## config.mk

```make
export PLATFORM = sky130hd
export DESIGN_NAME = c_readout_streamer
export DESIGN_NICKNAME = d
export VERILOG_FILES = /design/src/rtl/c_readout_streamer.sv
export SDC_FILE = /design/constraint.sdc
export NUM_CORES = 1
export LEC_CHECK = 0
export BUFFER_PORTS_ARGS = -buffer_cell sky130_fd_sc_hd__buf_2
export CORE_AREA = 2 2 195 197
export CTS_CLUSTER_DIAMETER = 40
export DETAILED_ROUTE_END_ITERATION = 8
export DIE_AREA = 0 0 197 199
export PLACE_DENSITY = 0.76
export SLEW_MARGIN = 20
export SYNTH_ARGS = -nofsm -noshare
export SYNTH_HDL_FRONTEND = slang
export SYNTH_SLANG_ARGS = --single-unit
```

## constraint.sdc

```tcl
create_clock -name clk -period 2.8 [get_ports clk]
set_clock_uncertainty 0.1 [all_clocks]
set_input_delay 0.84 -clock clk [delete_from_list [all_inputs] [get_ports clk]]
set_output_delay 0.84 -clock clk [all_outputs]
set_load 0.02 [all_outputs]
```

## src/rtl/c_readout_streamer.sv

```systemverilog
// -----------------------------------------------------------------------------
// c_readout_streamer
//
// Drains the GEMM C result buffer (row-major, DATA_W-bit words, 1-cycle-latency
// BRAM read port) after a GEMM completes and presents the words as a
// valid/ready stream. Read addresses come from a plain incrementing counter.
// A 2-entry skid FIFO with a fall-through path absorbs BRAM latency and
// downstream back-pressure, so no word is ever dropped or duplicated.
//
// Optional feature (compile-time macro C_READOUT_CHECKSUM_EN):
//   adds output `checksum`, the modulo-2^DATA_W sum of every handshaken word.
//   It is cleared on an accepted start and is stable from done until the next
//   accepted start. Without the macro there is no port and no adder.
//
// Ports:
//   clk        system clock
//   rstn       asynchronous active-low reset
//   start      one-cycle pulse, begins a readout (only sampled in IDLE)
//   M, Ncols   matrix dimensions, latched on an accepted start
//   busy       high from accepted start until the done cycle
//   done       one-cycle pulse when the readout is complete
//   mem_en     C buffer read enable
//   mem_addr   C buffer read address
//   mem_dout   C buffer read data, valid the cycle after mem_en
//   out_valid  stream word valid
//   out_ready  downstream ready
//   out_data   stream word
//   out_last   high on the final word (index M*Ncols-1)
//   checksum   (macro only) running sum of handshaken words
//
// Timing (start high in cycle S): mem_en in S+1, first out_valid in S+2,
// done in the cycle after the out_last handshake. A zero-size job issues no
// reads and pulses done in S+2.
// -----------------------------------------------------------------------------
module c_readout_streamer #(
    parameter int ADDR_W = 16,
    parameter int DATA_W = 32,
    parameter int DIM_W  = 16
) (
    input  logic              clk,
    input  logic              rstn,
    input  logic              start,
    input  logic [DIM_W-1:0]  M,
    input  logic [DIM_W-1:0]  Ncols,
    output logic              busy,
    output logic              done,
    output logic              mem_en,
    output logic [ADDR_W-1:0] mem_addr,
    input  logic [DATA_W-1:0] mem_dout,
    output logic              out_valid,
    input  logic              out_ready,
    output logic [DATA_W-1:0] out_data,
    output logic              out_last
`ifdef C_READOUT_CHECKSUM_EN
    ,
    output logic [DATA_W-1:0] checksum
`endif
);

    localparam int                CNT_W     = ADDR_W + 1;
    localparam int                PROD_W    = 2 * DIM_W;
    localparam logic [CNT_W-1:0]  ONE       = CNT_W'(1);
    // Largest word count the buffer can hold; bigger jobs are clipped to it.
    localparam logic [PROD_W-1:0] SAT_LIMIT = PROD_W'(1) << ADDR_W;

    typedef enum logic [1:0] {
        S_IDLE,
        S_RUN,
        S_DRAIN,
        S_DONE
    } state_t;

    state_t                  state_reg;
    logic [CNT_W-1:0]        total_reg;
    logic [CNT_W-1:0]        rd_idx_reg;
    logic [CNT_W-1:0]        wr_cnt_reg;
    logic                    busy_reg;
    logic                    done_reg;
    logic                    mem_en_reg;
    logic [ADDR_W-1:0]       mem_addr_reg;
    logic                    data_vld_reg;   // mem_dout carries a word this cycle
    logic [1:0]              fifo_cnt_reg;
    logic                    fifo_rd_ptr_reg;
    logic                    fifo_wr_ptr_reg;
    logic [1:0][DATA_W-1:0]  fifo_q;

    logic [PROD_W-1:0]       dim_prod;
    logic [CNT_W-1:0]        total_sat;
    logic                    zero_dim;

    logic                    fifo_empty;
    logic                    head_valid;
    logic [DATA_W-1:0]       head_data;
    logic                    head_last;
    logic                    pop;
    logic                    fifo_pop;
    logic                    push;
    logic [1:0]              fifo_cnt_next;
    logic                    can_issue;

    // The multiplier only sizes the job; addresses come from rd_idx_reg.
    assign dim_prod  = {{DIM_W{1'b0}}, M} * {{DIM_W{1'b0}}, Ncols};
    assign zero_dim  = (dim_prod == '0);
    assign total_sat = (dim_prod > SAT_LIMIT) ? SAT_LIMIT[CNT_W-1:0] : dim_prod[CNT_W-1:0];

    // Stream head: FIFO entry if one is stored, otherwise the word returning
    // from the BRAM right now (fall-through). A returning word that is not
    // taken immediately is pushed, so the head value is unchanged next cycle.
    always_comb begin
        fifo_empty = (fifo_cnt_reg == 2'd0);
        head_valid = !fifo_empty || data_vld_reg;
        head_data  = '0;
        if (!fifo_empty) begin
            head_data = fifo_q[fifo_rd_ptr_reg];
        end else if (data_vld_reg) begin
            head_data = mem_dout;
        end
        head_last = head_valid && (wr_cnt_reg == total_reg - ONE);
        pop       = head_valid && out_ready;
        fifo_pop  = pop && !fifo_empty;
        push      = data_vld_reg && !(fifo_empty && pop);

        fifo_cnt_next = fifo_cnt_reg;
        if (push && !fifo_pop) begin
            fifo_cnt_next = fifo_cnt_reg + 2'd1;
        end else if (!push && fifo_pop) begin
            fifo_cnt_next = fifo_cnt_reg - 2'd1;
        end

        // A new read lands two cycles out; together with the stored words and
        // the read already in flight it must still fit in two entries.
        can_issue = (fifo_cnt_next == 2'd0) || ((fifo_cnt_next == 2'd1) && !mem_en_reg);
    end

    // FIFO storage: plain data registers, no reset needed (guarded by count).
    genvar gi;
    generate
        for (gi = 0; gi < 2; gi++) begin : g_fifo
            logic [DATA_W-1:0] entry_reg;
            always_ff @(posedge clk) begin
                if (push && (fifo_wr_ptr_reg == 1'(gi))) begin
                    entry_reg <= mem_dout;
                end
            end
            assign fifo_q[gi] = entry_reg;
        end
    endgenerate

    always_ff @(posedge clk or negedge rstn) begin
        if (!rstn) begin
            state_reg       <= S_IDLE;
            total_reg       <= '0;
            rd_idx_reg      <= '0;
            wr_cnt_reg      <= '0;
            busy_reg        <= 1'b0;
            done_reg        <= 1'b0;
            mem_en_reg      <= 1'b0;
            mem_addr_reg    <= '0;
            data_vld_reg    <= 1'b0;
            fifo_cnt_reg    <= 2'd0;
            fifo_rd_ptr_reg <= 1'b0;
            fifo_wr_ptr_reg <= 1'b0;
        end else begin
            mem_en_reg   <= 1'b0;
            done_reg     <= 1'b0;
            data_vld_reg <= mem_en_reg;
            fifo_cnt_reg <= fifo_cnt_next;
            if (push) begin
                fifo_wr_ptr_reg <= ~fifo_wr_ptr_reg;
            end
            if (fifo_pop) begin
                fifo_rd_ptr_reg <= ~fifo_rd_ptr_reg;
            end
            if (pop) begin
                wr_cnt_reg <= wr_cnt_reg + ONE;
            end

            case (state_reg)
                S_IDLE: begin
                    if (start) begin
                        busy_reg   <= 1'b1;
                        wr_cnt_reg <= '0;
                        if (zero_dim) begin
                            total_reg <= '0;
                            state_reg <= S_DONE;
                        end else begin
                            // First read goes out on the accepting edge.
                            total_reg    <= total_sat;
                            rd_idx_reg   <= ONE;
                            mem_en_reg   <= 1'b1;
                            mem_addr_reg <= '0;
                            state_reg    <= S_RUN;
                        end
                    end
                end

                S_RUN: begin
                    if (rd_idx_reg >= total_reg) begin
                        state_reg <= S_DRAIN;
                    end else if (can_issue) begin
                        mem_en_reg   <= 1'b1;
                        mem_addr_reg <= rd_idx_reg[ADDR_W-1:0];
                        rd_idx_reg   <= rd_idx_reg + ONE;
                        if (rd_idx_reg + ONE == total_reg) begin
                            state_reg <= S_DRAIN;
                        end
                    end
                end

                S_DRAIN: begin
                    if (pop && head_last) begin
                        busy_reg  <= 1'b0;
                        done_reg  <= 1'b1;
                        state_reg <= S_DONE;
                    end
                end

                S_DONE: begin
                    // Arrival from DRAIN already carries done; a zero-size
                    // job arrives without it and raises it here instead.
                    if (done_reg) begin
                        state_reg <= S_IDLE;
                    end else begin
                        done_reg <= 1'b1;
                        busy_reg <= 1'b0;
                    end
                end

                default: state_reg <= S_IDLE;
            endcase
        end
    end

`ifdef C_READOUT_CHECKSUM_EN
    logic [DATA_W-1:0] checksum_reg;

    always_ff @(posedge clk or negedge rstn) begin
        if (!rstn) begin
            checksum_reg <= '0;
        end else if ((state_reg == S_IDLE) && start) begin
            checksum_reg <= '0;
        end else if (pop) begin
            checksum_reg <= checksum_reg + head_data;
        end
    end

    assign checksum = checksum_reg;
`endif

    assign busy      = busy_reg;
    assign done      = done_reg;
    assign mem_en    = mem_en_reg;
    assign mem_addr  = mem_addr_reg;
    assign out_valid = head_valid;
    assign out_data  = head_data;
    assign out_last  = head_last;

endmodule
```

# Word level (Yosys, flattened, before mapping)
# Index checks and enable logic that the tools add are counted.
[classes]
add_sub_neg = 5
mul = 1
magnitude_cmp = 3
eq_ne = 15
muxes = 41
n_bitwise = 2
n_reduce_logical = 28
[op_table]
columns = ["op", "n"]
rows = [
  ["2-to-1 mux 17 bit", 9],
  ["2-to-1 mux 32 bit", 4],
  ["2-to-1 mux 16 bit", 4],
  ["adder 17 x 1 -> 17 bit (second input constant)", 2],
  ["== test 17 bit", 2],
  ["case mux 17 bit (2 select lines)", 1],
  ["> comparator 32 x 17 -> 1 bit (second input constant)", 1],
  ["logical NOT 32 bit", 1],
  ["multiplier 16 x 16 -> 32 bit", 1],
  ["case mux 16 bit (2 select lines)", 1],
  ["2-to-1 mux 2 bit", 9],
  [">= comparator 17 bit", 1],
  ["subtractor 17 x 1 -> 17 bit (second input constant)", 1],
  ["inequality test 2 bit (second input constant)", 7],
  ["logical AND 1 bit", 11],
  ["AND reduction 5 bit", 2],
  ["2-to-1 mux 1 bit", 9],
  ["case mux 2 bit (4 select lines)", 1],
  ["logical NOT 2 bit", 3],
  ["inequality test 3 bit (second input constant)", 2],
  ["logical NOT 1 bit", 5],
  ["== test 2 x 1 -> 1 bit (second input constant)", 2],
  ["== test 2 bit (second input constant)", 2],
  ["case mux 1 bit (2 select lines)", 2],
  ["other kinds (10)", 12],
]
[totals]
regBits = 141
in_bits = 68
output_inout_bits = 53
wordCells = 109

# Logic depth before layout (Yosys ltp)
[depth]
word_depth = 17
mapped_depth = 28
depth_no_buf = 23

# Least setup slack after synthesis
# Ideal clock, no wire load.
[synth_timing]
kind = "input -> register"
startpoint = "input port M[7]"
endpoint = "register rd_idx_reg[4]"
setup_ns = 0.133
t_arrival_ns = 7.145
required_time_ns = 2.567
slack_ns = -4.577
path_stages = 24
path_buffers = 5
path_cell_list = "clkbuf_1 -> clkbuf_1 -> nand2_1 -> fa_1 -> fa_1 -> fa_1 -> fa_1 -> fa_1 -> inv_1 -> fa_1 -> ha_1 -> buf_2 -> nand2_1 -> nor3_1 -> o2111ai_1 -> and3b_1 -> a221o_1 -> a2111oi_0 -> nand4_1 -> o22ai_4 -> or2_1 -> buf_2 -> buf_4 -> o31ai_1"
[synth_between]
elab_chain_len = 4
[synth_rtl]
columns = ["item", "line", "source"]
rows = [
  ["from (decl)", "43", "input logic [DIM_W-1:0] M,"],
  ["multiplier 16 x 16 -> 32 bit", "102", "assign dim_prod = {{DIM_W{1'b0}}, M} * {{DIM_W{1'b0}}, Ncols};"],
  ["logical NOT 32 bit", "103", "assign zero_dim = (dim_prod == '0);"],
  ["inequality test 2 bit (no line)", "--", ""],
  ["AND reduction 5 bit (no line)", "--", ""],
  ["to (signal assigned)", "203", "rd_idx_reg <= rd_idx_reg + ONE;"],
  ["to (decl)", "75", "logic [CNT_W-1:0] rd_idx_reg;"],
]
# No other way between the ends.
# A chain may end at the register's enable or synchronous reset.

# Worst setup path in the final report
[layout_timing]
startpoint = "input port Ncols[7]"
endpoint = "register mem_addr_reg[7] (netlist: mem_addr[7])"
[layout_between]
elab_chain_len = 4
[layout_rtl]
columns = ["item", "line", "source"]
rows = [
  ["from (decl)", "44", "input logic [DIM_W-1:0] Ncols,"],
  ["multiplier 16 x 16 -> 32 bit", "102", ""],
  ["logical NOT 32 bit", "103", ""],
  ["inequality test 2 bit (no line)", "--", ""],
  ["AND reduction 5 bit (no line)", "--", ""],
  ["to (signal assigned)", "202", "mem_addr_reg <= rd_idx_reg[ADDR_W-1:0];"],
  ["to (decl)", "80", "logic [ADDR_W-1:0] mem_addr_reg;"],
]
# No other way between the ends.

==> impl_results.md <==
- ANT nets after route: 0
- Max FFs per register: 64
- Worst Max-Slew Pin Slew: 0.6047 ns
- Crit path kind: in2reg
- Reg2Reg Setup Slack: -0.42 ns
- CTS tree: built
- Endpoints failing hold: 0
- # rows: 71
- Vias per cell: 5.683
- Layout area overhead: 39.75%
- Clk sinks: 141
- Seq cells post-synth: 141
- Filler instances: 2673
- Worst reg2reg startpoint: total_reg[6]
- CP endpoint kind: flip-flop
- CP Max Fanout: 10
- CTS root buf: clkbuf_16
- Num ports: 121
- Critical Path RT: 3.01 ns
- Seq/Total Area, Yosys: 23.39%
- Largest net degree at the start of global routing: 43
- Post-synth EDFFs: 64
- RR Endpoint: rd_idx_reg[13]
- Area occupied by multi-input gates: 0.01276 mm2
- Fraction of registers with async set/reset: 54.61%
- Total die area: 0.03920 mm2
- Die Ht: 199 um
- Synth top area share: 23.60%
- Final wirelength: 52050 um
- Detailed Route Iter0 Violations: 1134
- Post-synthesis instance area: 0.01645 mm2
- Most frequent cells after synthesis: nand2_1 (269), inv_1 (197), fa_1 (194), ha_1 (130), and2_1 (87)
- Critical path launch point: Ncols[7]
- Drt first pass iters: 5
- RSZ-0062 raised after global routing: true
- Max Clk Rate: 147.4 MHz
- Port-buffer cells: 120
- Hold-fix buffers at CTS: 0
- Register area: 0.003852 mm2
- Vias post-DR: 15170
- Synth area leaders: fa_1 (24%), dfrtp_1 (12%), edfxtp_1 (12%), ha_1 (9.9%), nand2_1 (6.1%)
- Initial Utilization: 44.31%
- Most numerous cell in the Yosys netlist: nand2_1
- Count of final setup violators: 70
- Top_reg_cell synth: dfrtp_1
- Pre-CTS WS: -4.690 ns
- Reg2reg path depth: 12
- Vias in the first global route: 15770
- Worst slew margin: 59.59%
- Clock slew seen by the registers of the worst setup and hold paths: 0.06 ns
- Crit path launch type: primary input
- Fin worst setup slack: -3.983 ns
- Wire per inst: 19.50 um
- Cell taking the most area after synthesis: fa_1
- Net Count, Synth: 2139
- Syn avg cell area: 9.419 um2
- Die width: 197 um
- # DRC: 0
- Nets: 2574
- Placer Congestion: 0.9548
- Synth warn: 0
- Synth Instances: 1747
- Status: finished with violations
- Slew Viols, Final: 0
- Total CTS buffers: 17
- CP arrival: 7.00 ns
- Maxcap violations: 0
- H-tree levels: 4
- Worst Hold Class: in2async
- Period utilisation layout: 242.2%
- Initial antenna violation count: 0
- DP HPWL: 35470 um
- Distinct cells, synth: 86
- Ratio of cells with drive above 1 in the final layout: 36.22%
- First-pass GRT wire length: 78570 um
- Core area: 0.03713 mm2
- Worst skew pair latency: 0.43 ns
- Max Root-Sink Buffers: 2
- Total GRT Usage: 25.11%
- Grt ovf: 0
- Min cycle time layout: 6.783 ns
- Failing checks: negative setup slack
==> worst max path at each step <==
stage	end	cells after the start
CTS	total_reg[0]	21
detailed placement	rd_idx_reg[0]	25
global route	rd_idx_reg[2]	26
finish	mem_addr[7]	24
floorplan	rd_idx_reg[4]	24
global placement	rd_idx_reg[0]	25
==> layout by cell type (no fill, tap or decap), types with 48 or more instances in the layout <==
master and count:
nand2_1 206, nor2_1 63, and2_1 81, buf_6 58, fa_1 174, edfxtp_1 64, ha_1 100, inv_1 182
buf_2 57, dfrtp_1 74, buf_4 361, xnor2_1 48
==> cell type report <==
type	count	area share, %
Multi-Input combinational cell	1308	55.49
Timing Repair Buffer	517	19.52
Sequential cell	141	16.75
Inverter	197	3.216
Tap cell	474	2.579
Clock buffer	20	1.899
Clock inverter	12	0.5278
Antenna cell	1	0.01088
==> through the flow <==
step / utilization, % / setup TNS, ns / hold WS [ns] / instance area, um2 / cells
3_5_place_dp: 53.71 / -242.34 / 0.3318 / 19940 / 2569
5_1_grt: 61.92 / -216.52 / 0.3167 / 22990 / 2669
4_1_cts: 59.45 / -199.49 / 0.2914 / 22080 / 2652
6_report: 61.92 / -205.84 / 0.2819 / 22990 / 2670
3_3_place_gp: 53.71 / -238.18 / 0.3204 / 19940 / 2569
2_1_floorplan: - / -207.52 / 0.3788 / 16850 / 1747
==> kinds of logic after synthesis <==
group | count (synthesis) | synth area share [%]
buffers and inverters | 301 | 7.330
XOR/XNOR | 79 | 4.205
flip-flops | 141 | 23.39
AND/OR/NAND/NOR | 578 | 17.15
AO/OA/AOI/OAI | 280 | 11.75
multiplexers | 44 | 2.684
adder cells (fa/ha/maj) | 324 | 33.49
==> critical path, stage by stage <==
cell	delay, ns
buf_8	0.14
nand2_2	0.08
fa_1	0.57
fa_1	0.45
fa_1	0.61
fa_2	0.45
fa_1	0.50
fa_1	0.51
inv_2	0.05
ha_4	0.26
buf_6	0.09
nand4_1	0.17
nor3_4	0.25
buf_4	0.15
a22oi_2	0.06
and3b_2	0.23
a221o_1	0.30
a2111oi_2	0.30
nand4_1	0.23
o22ai_4	0.17
buf_12	0.16
buf_8	0.11
nor2_2	0.06
a22o_1	0.22
==> per-layer routing <==
layer  share of wire (%)  GRT usage [%]  up-vias  wire, um
li1                    -              -     6752         -
met1                  38          31.03     7554     19780
met2                  51          44.38      687     26740
met3                 7.1          3.984      181      3673
met4                 3.6          9.245        0      1864
met5                   0              0        -         0
==> timing repair <==
action / CTS / global route
cloned: 11 / 3
resized for setup: 252 / 246
pin swaps: 89 / 98
endpoints found under the setup margin: 87 / 85
setup buffers: 41 / 17
Power is left out: the tool's default activity adds up to more than one toggle a clock period on the data nets, which glitch-free logic cannot reach.
